--- config.mk ---
export PLATFORM = sky130hd
export DESIGN_NAME = data_ctrl_flat
export DESIGN_NICKNAME = d
export VERILOG_FILES = /design/src/rtl/data_ctrl_if.sv /design/src/rtl/data_ctrl.sv /design/src/flat_wrapper.sv
export SDC_FILE = /design/constraint.sdc
export NUM_CORES = 1
export LEC_CHECK = 0
export CAP_MARGIN = 15
export CORE_AREA = 2 2 39 41
export DETAILED_ROUTE_END_ITERATION = 10
export DIE_AREA = 0 0 41 43
export PLACE_DENSITY = 0.76
export SLEW_MARGIN = 20
export SYNTH_ARGS = -nofsm -noshare
export SYNTH_HDL_FRONTEND = slang
export SYNTH_SLANG_ARGS = --single-unit
--- constraint.sdc ---
create_clock -name clk -period 1.46 [get_ports clk]
set_input_delay 0.146 -clock clk [delete_from_list [all_inputs] [get_ports clk]]
set_output_delay 0.146 -clock clk [all_outputs]
set_load 0.03 [all_outputs]
--- src/rtl/data_ctrl_if.sv ---
// Control/status bundle between data_ctrl and its requester plus the data_path it drives.
// The slave side is data_ctrl; the master side issues start/abort and returns the data_path flags.
interface data_ctrl_if;
    logic       start;
    logic       abort;
    logic       b;
    logic       y_inc;
    logic [1:0] y_select_next;
    logic [1:0] s_step;
    logic       y_en;
    logic       s_en;
    logic       y_store_x;
    logic       s_add;
    logic       s_zero;
    logic       busy;
    logic       done;

    modport master (
        output start, abort, b, y_inc,
        input  y_select_next, s_step, y_en, s_en, y_store_x, s_add, s_zero, busy, done
    );

    modport slave (
        input  start, abort, b, y_inc,
        output y_select_next, s_step, y_en, s_en, y_store_x, s_add, s_zero, busy, done
    );
endinterface

--- src/rtl/data_ctrl.sv ---
// Sequencer for data_path: loads y from x, then walks s over N_STEPS bit positions of the live y,
// subtracting s on a set bit and adding one on a clear bit at s==1, and pulses done at the end.
module data_ctrl #(
    parameter int N_STEPS = 8
) (
    input  logic        clk,
    input  logic        rst,
    data_ctrl_if.slave  bus
);

    typedef enum logic [1:0] {IDLE, LOAD, SCAN, DONE} state_t;

    typedef struct packed {
        logic       y_en;
        logic       s_en;
        logic       y_store_x;
        logic       s_add;
        logic       s_zero;
        logic       busy;
        logic       done;
        logic       scan;
        logic [1:0] s_step;
    } ctl_t;

    localparam logic [2:0] LAST_CNT = 3'(N_STEPS - 1);

    state_t     state;
    logic [2:0] cnt;
    ctl_t       ctl_q;
    logic       aborting;
    logic       active;
    logic [1:0] sel;

    // Control word presented while sitting in a given state; registered alongside the state.
    function automatic ctl_t ctl_for(input state_t st);
        ctl_t c;
        c = '0;
        case (st)
            LOAD: begin
                c.y_store_x = 1'b1;
                c.y_en      = 1'b1;
                c.s_en      = 1'b1;
                c.s_zero    = 1'b1;
                c.s_add     = 1'b1;
                c.busy      = 1'b1;
            end
            SCAN: begin
                c.y_en   = 1'b1;
                c.s_en   = 1'b1;
                c.s_add  = 1'b1;
                c.s_step = 2'd1;
                c.busy   = 1'b1;
                c.scan   = 1'b1;
            end
            DONE: begin
                c.done = 1'b1;
                c.busy = 1'b1;
            end
            default: c = '0;
        endcase
        return c;
    endfunction

    always_ff @(posedge clk) begin
        if (!rst) begin
            state <= IDLE;
            cnt   <= 3'd0;
            ctl_q <= '0;
        end else begin
            case (state)
                IDLE: begin
                    if (bus.start) begin
                        state <= LOAD;
                        ctl_q <= ctl_for(LOAD);
                    end else begin
                        ctl_q <= ctl_for(IDLE);
                    end
                end
                LOAD: begin
                    cnt <= 3'd0;
                    if (bus.abort) begin
                        state <= IDLE;
                        ctl_q <= ctl_for(IDLE);
                    end else begin
                        state <= SCAN;
                        ctl_q <= ctl_for(SCAN);
                    end
                end
                SCAN: begin
                    if (bus.abort) begin
                        state <= IDLE;
                        ctl_q <= ctl_for(IDLE);
                    end else begin
                        cnt <= cnt + 3'd1;
                        if (cnt == LAST_CNT) begin
                            state <= DONE;
                            ctl_q <= ctl_for(DONE);
                        end else begin
                            ctl_q <= ctl_for(SCAN);
                        end
                    end
                end
                DONE: begin
                    state <= IDLE;
                    ctl_q <= ctl_for(IDLE);
                end
                default: begin
                    state <= IDLE;
                    ctl_q <= ctl_for(IDLE);
                end
            endcase
        end
    end

    // An abort kills the enables in the same cycle so data_path keeps its partial y and s.
    assign aborting = bus.abort && ((state == LOAD) || (state == SCAN));
    assign active   = rst && !aborting;

    // Mealy select: follows the live b / y_inc from data_path during SCAN.
    always_comb begin
        sel = 2'd0;
        if (ctl_q.scan) begin
            if (bus.b)
                sel = 2'd3;
            else if (bus.y_inc)
                sel = 2'd1;
        end
    end

    assign bus.y_select_next = active ? sel : 2'd0;
    assign bus.s_step        = active ? ctl_q.s_step : 2'd0;
    assign bus.y_en          = active && ctl_q.y_en;
    assign bus.s_en          = active && ctl_q.s_en;
    assign bus.y_store_x     = active && ctl_q.y_store_x;
    assign bus.s_add         = active && ctl_q.s_add;
    assign bus.s_zero        = active && ctl_q.s_zero;
    assign bus.busy          = rst && ctl_q.busy;
    assign bus.done          = rst && ctl_q.done;

endmodule
--- src/flat_wrapper.sv ---
// flat-port wrapper written by rule: the top's interface ports become plain ports
module data_ctrl_flat 
#(
    parameter int N_STEPS = 8
)
  (clk, rst, bus_start, bus_abort, bus_b, bus_y_inc, bus_y_select_next, bus_s_step, bus_y_en, bus_s_en, bus_y_store_x, bus_s_add, bus_s_zero, bus_busy, bus_done);
  data_ctrl_if bus_i ();
  input  logic clk;
  input  logic rst;
  input wire logic [$bits(bus_i.start)-1:0] bus_start;
  input wire logic [$bits(bus_i.abort)-1:0] bus_abort;
  input wire logic [$bits(bus_i.b)-1:0] bus_b;
  input wire logic [$bits(bus_i.y_inc)-1:0] bus_y_inc;
  output wire logic [$bits(bus_i.y_select_next)-1:0] bus_y_select_next;
  output wire logic [$bits(bus_i.s_step)-1:0] bus_s_step;
  output wire logic [$bits(bus_i.y_en)-1:0] bus_y_en;
  output wire logic [$bits(bus_i.s_en)-1:0] bus_s_en;
  output wire logic [$bits(bus_i.y_store_x)-1:0] bus_y_store_x;
  output wire logic [$bits(bus_i.s_add)-1:0] bus_s_add;
  output wire logic [$bits(bus_i.s_zero)-1:0] bus_s_zero;
  output wire logic [$bits(bus_i.busy)-1:0] bus_busy;
  output wire logic [$bits(bus_i.done)-1:0] bus_done;
  assign bus_i.start = bus_start;
  assign bus_i.abort = bus_abort;
  assign bus_i.b = bus_b;
  assign bus_i.y_inc = bus_y_inc;
  assign bus_y_select_next = bus_i.y_select_next;
  assign bus_s_step = bus_i.s_step;
  assign bus_y_en = bus_i.y_en;
  assign bus_s_en = bus_i.s_en;
  assign bus_y_store_x = bus_i.y_store_x;
  assign bus_s_add = bus_i.s_add;
  assign bus_s_zero = bus_i.s_zero;
  assign bus_busy = bus_i.busy;
  assign bus_done = bus_i.done;
  data_ctrl #(.N_STEPS(N_STEPS)) u_core (.clk(clk), .rst(rst), .bus(bus_i));
endmodule
After elaboration in Yosys (flattened, before gate mapping)
Cells that the tools add are included.

Input port bits: 6. Word-level logic and storage cells: 51. Output and inout port bits: 11. Bits in registers: 15.

$add $sub $neg: 1. Reductions and logical operators: 15. Mux-type cells: 17. Equal/unequal tests: 7.

Operator list (count): $mux W10 (4); $pmux W10 S4 (1); $mux W2 (8); $logic_and A1 B1 Y1 (9); $pmux W2 S4 (1); $pmux W3 S2 (1); $eq A2 B2 Y1 const B (2); $ne A2 B2 Y1 const B (2); $reduce_and A2 Y1 (2); $add A3 B1 Y3 const B (1); $eq A3 B3 Y1 const B (1); $mux W3 (1); $ne A3 B2 Y1 const B (1); $eq A2 B1 Y1 const B (1); $logic_not A2 Y1 (1); $reduce_bool A2 Y1 (1); $logic_not A1 Y1 (1); $logic_or A1 B1 Y1 (1); $mux W1 (1).

Depth between registers and ports, before layout
Gate-level depths: netlist of the first run.

Depth after elaboration: 6. Gate-level depth with buffers: 5. Depth with buffers taken out: 5.

Worst setup path after synthesis of the first run
Ideal clock, no wire load.

Path type: register to output. From: register u_core.state[0]. To: output bus_y_select_next[0]. Data arrival time: 1514 ps. Path buffers: 0. Required time: 1314 ps. Slack: -200 ps. Stages on the path, launching flop included: 6. Cells stage by stage: dfxtp_1 inv_1 ha_1 a21boi_2 and2_1 o21a_1.

Word-level cells in the longest chain between the ends: 6. Elaborated cells between the ends (all ways): 7. Those cells by class: eq/ne: 2; mux: 1; reduce/logical: 4.

RTL lines: start, declared (RTL line data_ctrl.sv:27) `state_t state;`; start signal, assigned (RTL line data_ctrl.sv:66) `state <= IDLE;`; start signal, assigned (RTL line data_ctrl.sv:73) `state <= LOAD;`; start signal, assigned (RTL line data_ctrl.sv:82) `state <= IDLE;`; $eq A2 B1 Y1 or $eq A2 B2 Y1 (tied branches) (RTL line data_ctrl.sv:116) `assign aborting = bus.abort && ((state == LOAD) || (state == SCAN));`; $logic_or A1 B1 Y1 * (RTL line data_ctrl.sv:116); $logic_and A1 B1 Y1 * (RTL line data_ctrl.sv:116); $logic_not A1 Y1 * (RTL line data_ctrl.sv:117) `assign active = rst && !aborting;`; $logic_and A1 B1 Y1 * (RTL line data_ctrl.sv:117); $mux W2 * (RTL line data_ctrl.sv:130) `assign bus.y_select_next = active ? sel : 2'd0;`; end, declared (RTL line flat_wrapper.sv:14) `output wire logic [$bits(bus_i.y_select_next)-1:0] bus_y_select_next;`.

Mark *: on every way between the ends. The rest lies on a longest branch, timed or not.

Worst setup path after layout of the first run
From: register u_core.state[1]. To: output bus_y_select_next[0].

The elaborated chain is that of the path after synthesis.

==> results of run 1 <==
## kinds of logic (layout without fill, tap and decap cells)
kind of cell	after synthesis	count (layout)	synth area share, %
mux	1	1	1.86
buf+inv	9	34	9.05
other cells	1	1	0.695
simple gates	22	22	23.7
fa+ha+maj	6	6	13.9
compound gates	12	12	13.7
flops	10	10	37.1
## state kept, by name (all words and copies together) (netlist names)
register / cells
u_core.ctl_q: 5
u_core.state: 2
u_core.cnt: 3
## final timing paths
kind,slack [ns],depth (start not counted),startpoint,end
hold reg to reg,0.49,2,u_core.cnt[2]$_SDFFE_PN0P_,u_core.cnt[2]$_SDFFE_PN0P_
hold / removal,0.49,2,u_core.cnt[2]$_SDFFE_PN0P_,u_core.cnt[2]$_SDFFE_PN0P_
setup reg to reg,0.05,6,u_core.state[0]$_SDFFE_PN0P_,u_core.state[1]$_SDFFE_PN0P_
setup / recovery,-0.13,6,u_core.state[1]$_SDFFE_PN0P_,bus_y_select_next[0]
## routing by layer
layer	vias to the layer above	GRT usage [%]
met5	-	0
met4	0	12.7
met3	4	2.62
met2	22	29.4
met1	224	16.1
li1	250	-
## cell usage in the layout (no fill, tap or decap)
cell type and count:
mux2i_1 1, o21ai_1 1, ha_1 3, dfxtp_1 8, o21ai_0 3, and2_1 1, ha_4 2, a211oi_1 1
nand2b_1 3, or3_4 1, nand2b_4 1, and3_1 1, ha_2 1, o21a_2 1, and2_2 4, and2_4 1
clkbuf_8 1, inv_1 3, buf_6 7, a21oi_1 4, conb_1 1, o31ai_1 1, inv_2 2, nor3_1 2
nor3b_1 1, clkbuf_4 3, a21boi_4 1, nor2b_1 1, dfxtp_2 2, clkdlybuf4s50_1 5, nand3_1 1, nand2_1 4
nor2_1 1, buf_4 13
## worst max-delay path, stage by stage (launching register included)
cell      delay (ns)
dfxtp_2         0.33
inv_2           0.05
ha_4            0.24
a21boi_4        0.14
and2_4          0.16
o21a_2          0.13
buf_6           0.12
## per-stage QoR
step	cell area (µm²)	util, %	power, mW	worst slack [ns]
CTS	826	59.7	0.713	-0.138
finish	846	61.1	0.728	-0.130
global placement	712	51.4	0.434	0.00727
global route	846	61.1	0.757	-0.180
floorplan	544	-	0.381	-0.0352
detailed placement	712	51.4	0.435	-0.0256
## what timing repair did
action | in CTS | in global routing
hold buffers | 0 | 0
setup endpoints to repair | 8 | 13
setup buffers | 2 | 1
gates resized for setup | 17 | 2
pin swaps | 3 | 0
## power groups by stage
stage / sequential, mW / combinational, mW / clock (mW)
global placement: 0.295 / 0.139 / 0
detailed placement: 0.295 / 0.140 / 0
finish: 0.291 / 0.179 / 0.258
CTS: 0.291 / 0.165 / 0.257
global route: 0.292 / 0.193 / 0.272
floorplan: 0.295 / 0.0867 / 0
## layout make-up
type,instances,area share (%)
multi-input cells,42,40.4
repair buffers,25,26.8
flip-flops and latches,10,24.0
clock buffers,4,4.29
well taps,16,2.37
inverters,5,2.22
==> results.toml, run 1 <==
[detailed_routing]
drtPass1Iterations = 4
routed_via_density = 4.90
wl_met3_um = 70
wl_per_cell_um = 12.5
wl_met1_um = 510
totalWireLength_um = 1270
route.met2.wl_um = 670
ant_nets = 0
highest_layer = "met4"
drtIter0Drc = 7
routed-via-count = 500
drc = 0

[global_routing]
grt_usage_pct = 16.9
grt_overflow = 0
grt_pass1_vias = 489
antenna_found_initial = 0
grt_max_degree = 7
grt_pass1_wl_um = 1960

[sta]
fmax_mhz = 629
fin_worst_skew_ns = 0.00493
min_period_ns = 1.59
setup_ws_ns = -0.130
rsz0062_at_grt = "true"
setup_violations = 8
tns_ns = -0.505
hold_violations = 0
slew_violations = 0
timing.hold.ws_ns = 0.491
period_share_pct = 109

[floorplanning]
start_util_pct = 39.0
core-area_mm2 = 0.00138
ios = 17
die_area_mm2 = 0.00176
fp.dieW_um = 41
die_height_um = 43
num_rows = 14

[pwr]
power.switching_uw = 200
internal_power_uw = 528
powerDensity_mw_per_mm2 = 861
pwr-share-seq_pct = 40.0
clockPowerShare_pct = 35.4
combinationalPowerShare_pct = 24.6
p_leak_nw = 0.390
max-vdd-ir-drop_uv = 562
swShare_pct = 27.5

[logic_synthesis]
synth-edff-count = 0
synth_seq_cells = 10
netlist.top_cell.by_area = "dfxtp_1"
syn_inst = 61
netlist.area_leader.share_pct = 37.1
synthTopCellsByCount = "dfxtp_1, ha_1, inv_1"
async_reset_ff_share_pct = 0
synth.area.top_cells = "dfxtp_1, ha_1, buf_4"
synth_area_um2 = 539
syn_nets = 73
yosys_most_used_dff = "dfxtp_1"
avgSynthCellArea_um2 = 8.84
ys_types = 25
ys_warn_count = 0
synth.most_common_cell = "dfxtp_1"
ys_seq_area_share_pct = 37.1

[worst_setup_path]
cp_max_fo = 4
critPathCaptureType = "output port"
required_ns = 1.31
critPathLaunchType = "flip-flop"
cp.arrival_ns = 1.44
worst-setup-path-type = "flip-flop to output port"

[job]
cap_violations = 0

[cells_and_area]
drive_above_1_share_pct = 46.5
syn_to_final_growth_pct = 56.8
register_area_um2 = 203
multiInputGateArea_um2 = 342
nFillCells = 112
nets = 99
fin_cells = 102
antenna_cells = 0

[clocking]
insertion_delay_ns = 0.27
clkSlewWorstSetupHoldPaths_ns = 0.07
cts_made_buffers = 3
clockBufferDepth = 2
cts_sinks = 10
cts_root_buf = "clkbuf_4"
cts_tree = "built"
cts_max_level = 1

[run_status]
violations = "negative setup slack"
status = "finished, violations left"

[hold_path]
hp-class = "flip-flop to flip-flop"

[place]
portBuffers = 15
place_inst = 95
gp_congestion = 0.783
dpl.hpwl_um = 885
No activity file was read; power rests on OpenSTA's default activity.
==> run 2, diff against run 1 <==
ABC_AREA = 1   (was unset)
GPL_TIMING_DRIVEN = 1   (was unset)
PLACE_DENSITY = 0.72   (was 0.76)
==> run 2 against run 1 <==
  * The run still ends with negative setup slack left
  * Sequential power is 10% higher
  * Die area stayed put
  * Cell count is 9.8% higher
  * Synthesized area is 3.9% higher
  * Register-to-register slack better by 0.17 ns
  * Clock-buffer cell count is 1 lower
  * Flip-flop and latch count stayed put
  * Clock skew is 0.0011 ns lower
  * Largest cell class unchanged
  * Sequential share of layout area is 1.1 points higher
  * Total power is 19% higher
  * Core utilization is 2.7 points lower
  * Via count is 2.6% higher
==> results.toml, run 2 <==
[logic_synthesis]
synthTopCellsByCount = "nand2_1, inv_1, dfxtp_1"
netlist.top_cell.by_area = "dfxtp_1"
synth-edff-count = 0
yosys_most_used_dff = "dfxtp_1"
ys_warn_count = 0
syn_inst = 79
syn_nets = 91
synth_area_um2 = 561
async_reset_ff_share_pct = 0
synth_seq_cells = 10
synth.most_common_cell = "nand2_1"
synth.area.top_cells = "dfxtp_1, ha_1, nand2_1"
ys_types = 16
netlist.area_leader.share_pct = 35.7
ys_seq_area_share_pct = 35.7
avgSynthCellArea_um2 = 7.10

[detailed_routing]
drc = 0
ant_nets = 0
wl_met1_um = 407
totalWireLength_um = 1120
wl_per_cell_um = 9.97
route.met2.wl_um = 572
routed-via-count = 513
drtPass1Iterations = 3
wl_met3_um = 88
drtIter0Drc = 4
highest_layer = "met4"
routed_via_density = 4.58

[sta]
fin_worst_skew_ns = 0.00378
min_period_ns = 1.47
setup_violations = 4
fmax_mhz = 679
tns_ns = -0.0393
rsz0062_at_grt = "true"
setup_ws_ns = -0.0138
hold_violations = 0
period_share_pct = 101
slew_violations = 0

[place]
gp_congestion = 0.799
dpl.hpwl_um = 831
portBuffers = 15

[worst_setup_path]
crit_top_cell = "inv_2"
worst-setup-path-type = "flip-flop to output port"
max_stage_delay_ns = 0.33
cp_max_fo = 2
critPathCaptureType = "output port"
crit_buf_inv = 3
critPathSlowestCell = "dfxtp_2"
cp.arrival_ns = 1.33
required_ns = 1.31
crit_chain = "inv_2 > ha_4 > nand2_4 > nand3_2 > inv_2 > o21a_2 > buf_6"
path_delay_family = "flip-flops"
critPathLaunchType = "flip-flop"

[cells_and_area]
nFillCells = 132
nets = 110
final_cell_mix = "nand2_1, inv_1, dfxtp_1"
top_regs = "u_core.ctl_q: 5 flops, u_core.cnt: 3 flops, u_core.state: 2 flops"
drive_above_1_share_pct = 37.5
syn_to_final_growth_pct = 44.2
registers.top_by_ff_count = "u_core.ctl_q"
antenna_cells = 0
largest_reg_flops = 5
final_common_cell = "nand2_1"
final_util_pct = 58.4

[clocking]
insertion_delay_ns = 0.26
cts_tree = "built"
hold_buffers = 0
cts_root_buf = "clkbuf_4"
clkSlewWorstSetupHoldPaths_ns = 0.06
cts_max_level = 1
clockBufferDepth = 2
cts_made_buffers = 3
cts_sinks = 10

[global_routing]
grt_usage_pct = 15.9
grt_pass1_wl_um = 1760
grt_overflow = 0
grt_max_degree = 8
grt_pass1_vias = 472
antenna_found_initial = 0

[pwr]
internal_power_uw = 556
max-vdd-ir-drop_uv = 759
pwr-share-seq_pct = 37.2
clockPowerShare_pct = 21.3
combinationalPowerShare_pct = 41.5
powerDensity_mw_per_mm2 = 1070
p_leak_nw = 0.425
power.switching_uw = 307
swShare_pct = 35.6

[floorplanning]
die_area_mm2 = 0.00176
start_util_pct = 40.5
num_rows = 14
die_height_um = 43
ios = 17
fp.dieW_um = 41
core-area_mm2 = 0.00138

[run_status]
violations = "negative setup slack"
status = "finished, violations left"

[hold_path]
hp-class = "flip-flop to flip-flop"

[job]
cap_violations = 0
==> run 2: cell count changes after synthesis, moves of 4 or more <==
| cell | before | now |
|---|---|---|
| and2_1 | 4 | 0 |
| nand2_1 | 4 | 20 |
| inv_1 | 5 | 11 |
| nor2_1 | 1 | 7 |
==> run 2: kinds of logic after synthesis <==
family          share of synthesized area, %
fa+ha+maj                               13.4
other cells                            0.669
flops                                   35.7
buf+inv                                 16.1
compound gates                          6.70
simple gates                            27.5
==> run 2: final cells by class <==
class / instances / area, µm² / area share (%)
Timing Repair Buffer: 19 / 181 / 22.4
Clock buffer: 3 / 22.5 / 2.79
Sequential cell: 10 / 203 / 25.1
Multi-Input combinational cell: 50 / 327 / 40.4
Tap cell: 16 / 20.0 / 2.48
Inverter: 14 / 55.1 / 6.81
==> run 2: final timing paths <==
path                                                    from                           end  slack [ns]  cells past startpoint
worst max-delay path            u_core.state[0]$_SDFFE_PN0P_          bus_y_select_next[0]       -0.01                      7
worst min-delay path              u_core.cnt[0]$_SDFFE_PN0P_    u_core.cnt[0]$_SDFFE_PN0P_        0.47                      1
worst max register to register  u_core.state[0]$_SDFFE_PN0P_  u_core.state[1]$_SDFFE_PN0P_        0.22                      7
worst min register to register    u_core.cnt[0]$_SDFFE_PN0P_    u_core.cnt[0]$_SDFFE_PN0P_        0.47                      1
==> run 2: per-layer routing <==
layer / GRT usage (%) / vias to the layer above
met5: 0 / -
met3: 3.66 / 4
li1: - / 270
met4: 16.0 / 0
met1: 14.1 / 221
met2: 26.3 / 18
==> run 2: repair_timing <==
| action | in CTS | in global routing |
|---|---|---|
| pin swaps | 3 | 2 |
| cloned | 0 | 0 |
| endpoints found under the setup margin | 8 | 8 |
| endpoints found under the hold margin | 0 | 0 |
| resized for setup | 17 | 6 |
| setup buffers | 2 | 1 |
==> run 2: power groups by stage <==
stage          Clock, mW  Combinational (mW)  Sequential, mW
2_1_floorplan          0               0.208           0.319
3_3_place_gp           0               0.264           0.320
3_5_place_dp           0               0.266           0.321
4_1_cts            0.193               0.336           0.322
5_1_grt            0.204               0.399           0.325
6_report           0.184               0.358           0.321
==> run 2: worst reg2reg max path, cell delays in order (launching register included) <==
cell	delay, ns
dfxtp_2	0.33
inv_2	0.05
buf_4	0.13
ha_1	0.24
o21ai_1	0.17
nor2_1	0.07
nor2_1	0.09
nor2_1	0.05
==> run 2: stage by stage <==
stage	power, mW	hold slack [ns]	area (µm²)	std cells	worst slack [ns]
floorplan	0.527	0.310	567	79	-0.0690
global placement	0.584	0.456	682	106	0.142
detailed placement	0.588	0.460	682	106	0.110
CTS	0.851	0.469	777	111	-0.0314
global route	0.928	0.497	808	112	-0.0836
finish	0.863	0.468	808	112	-0.0138
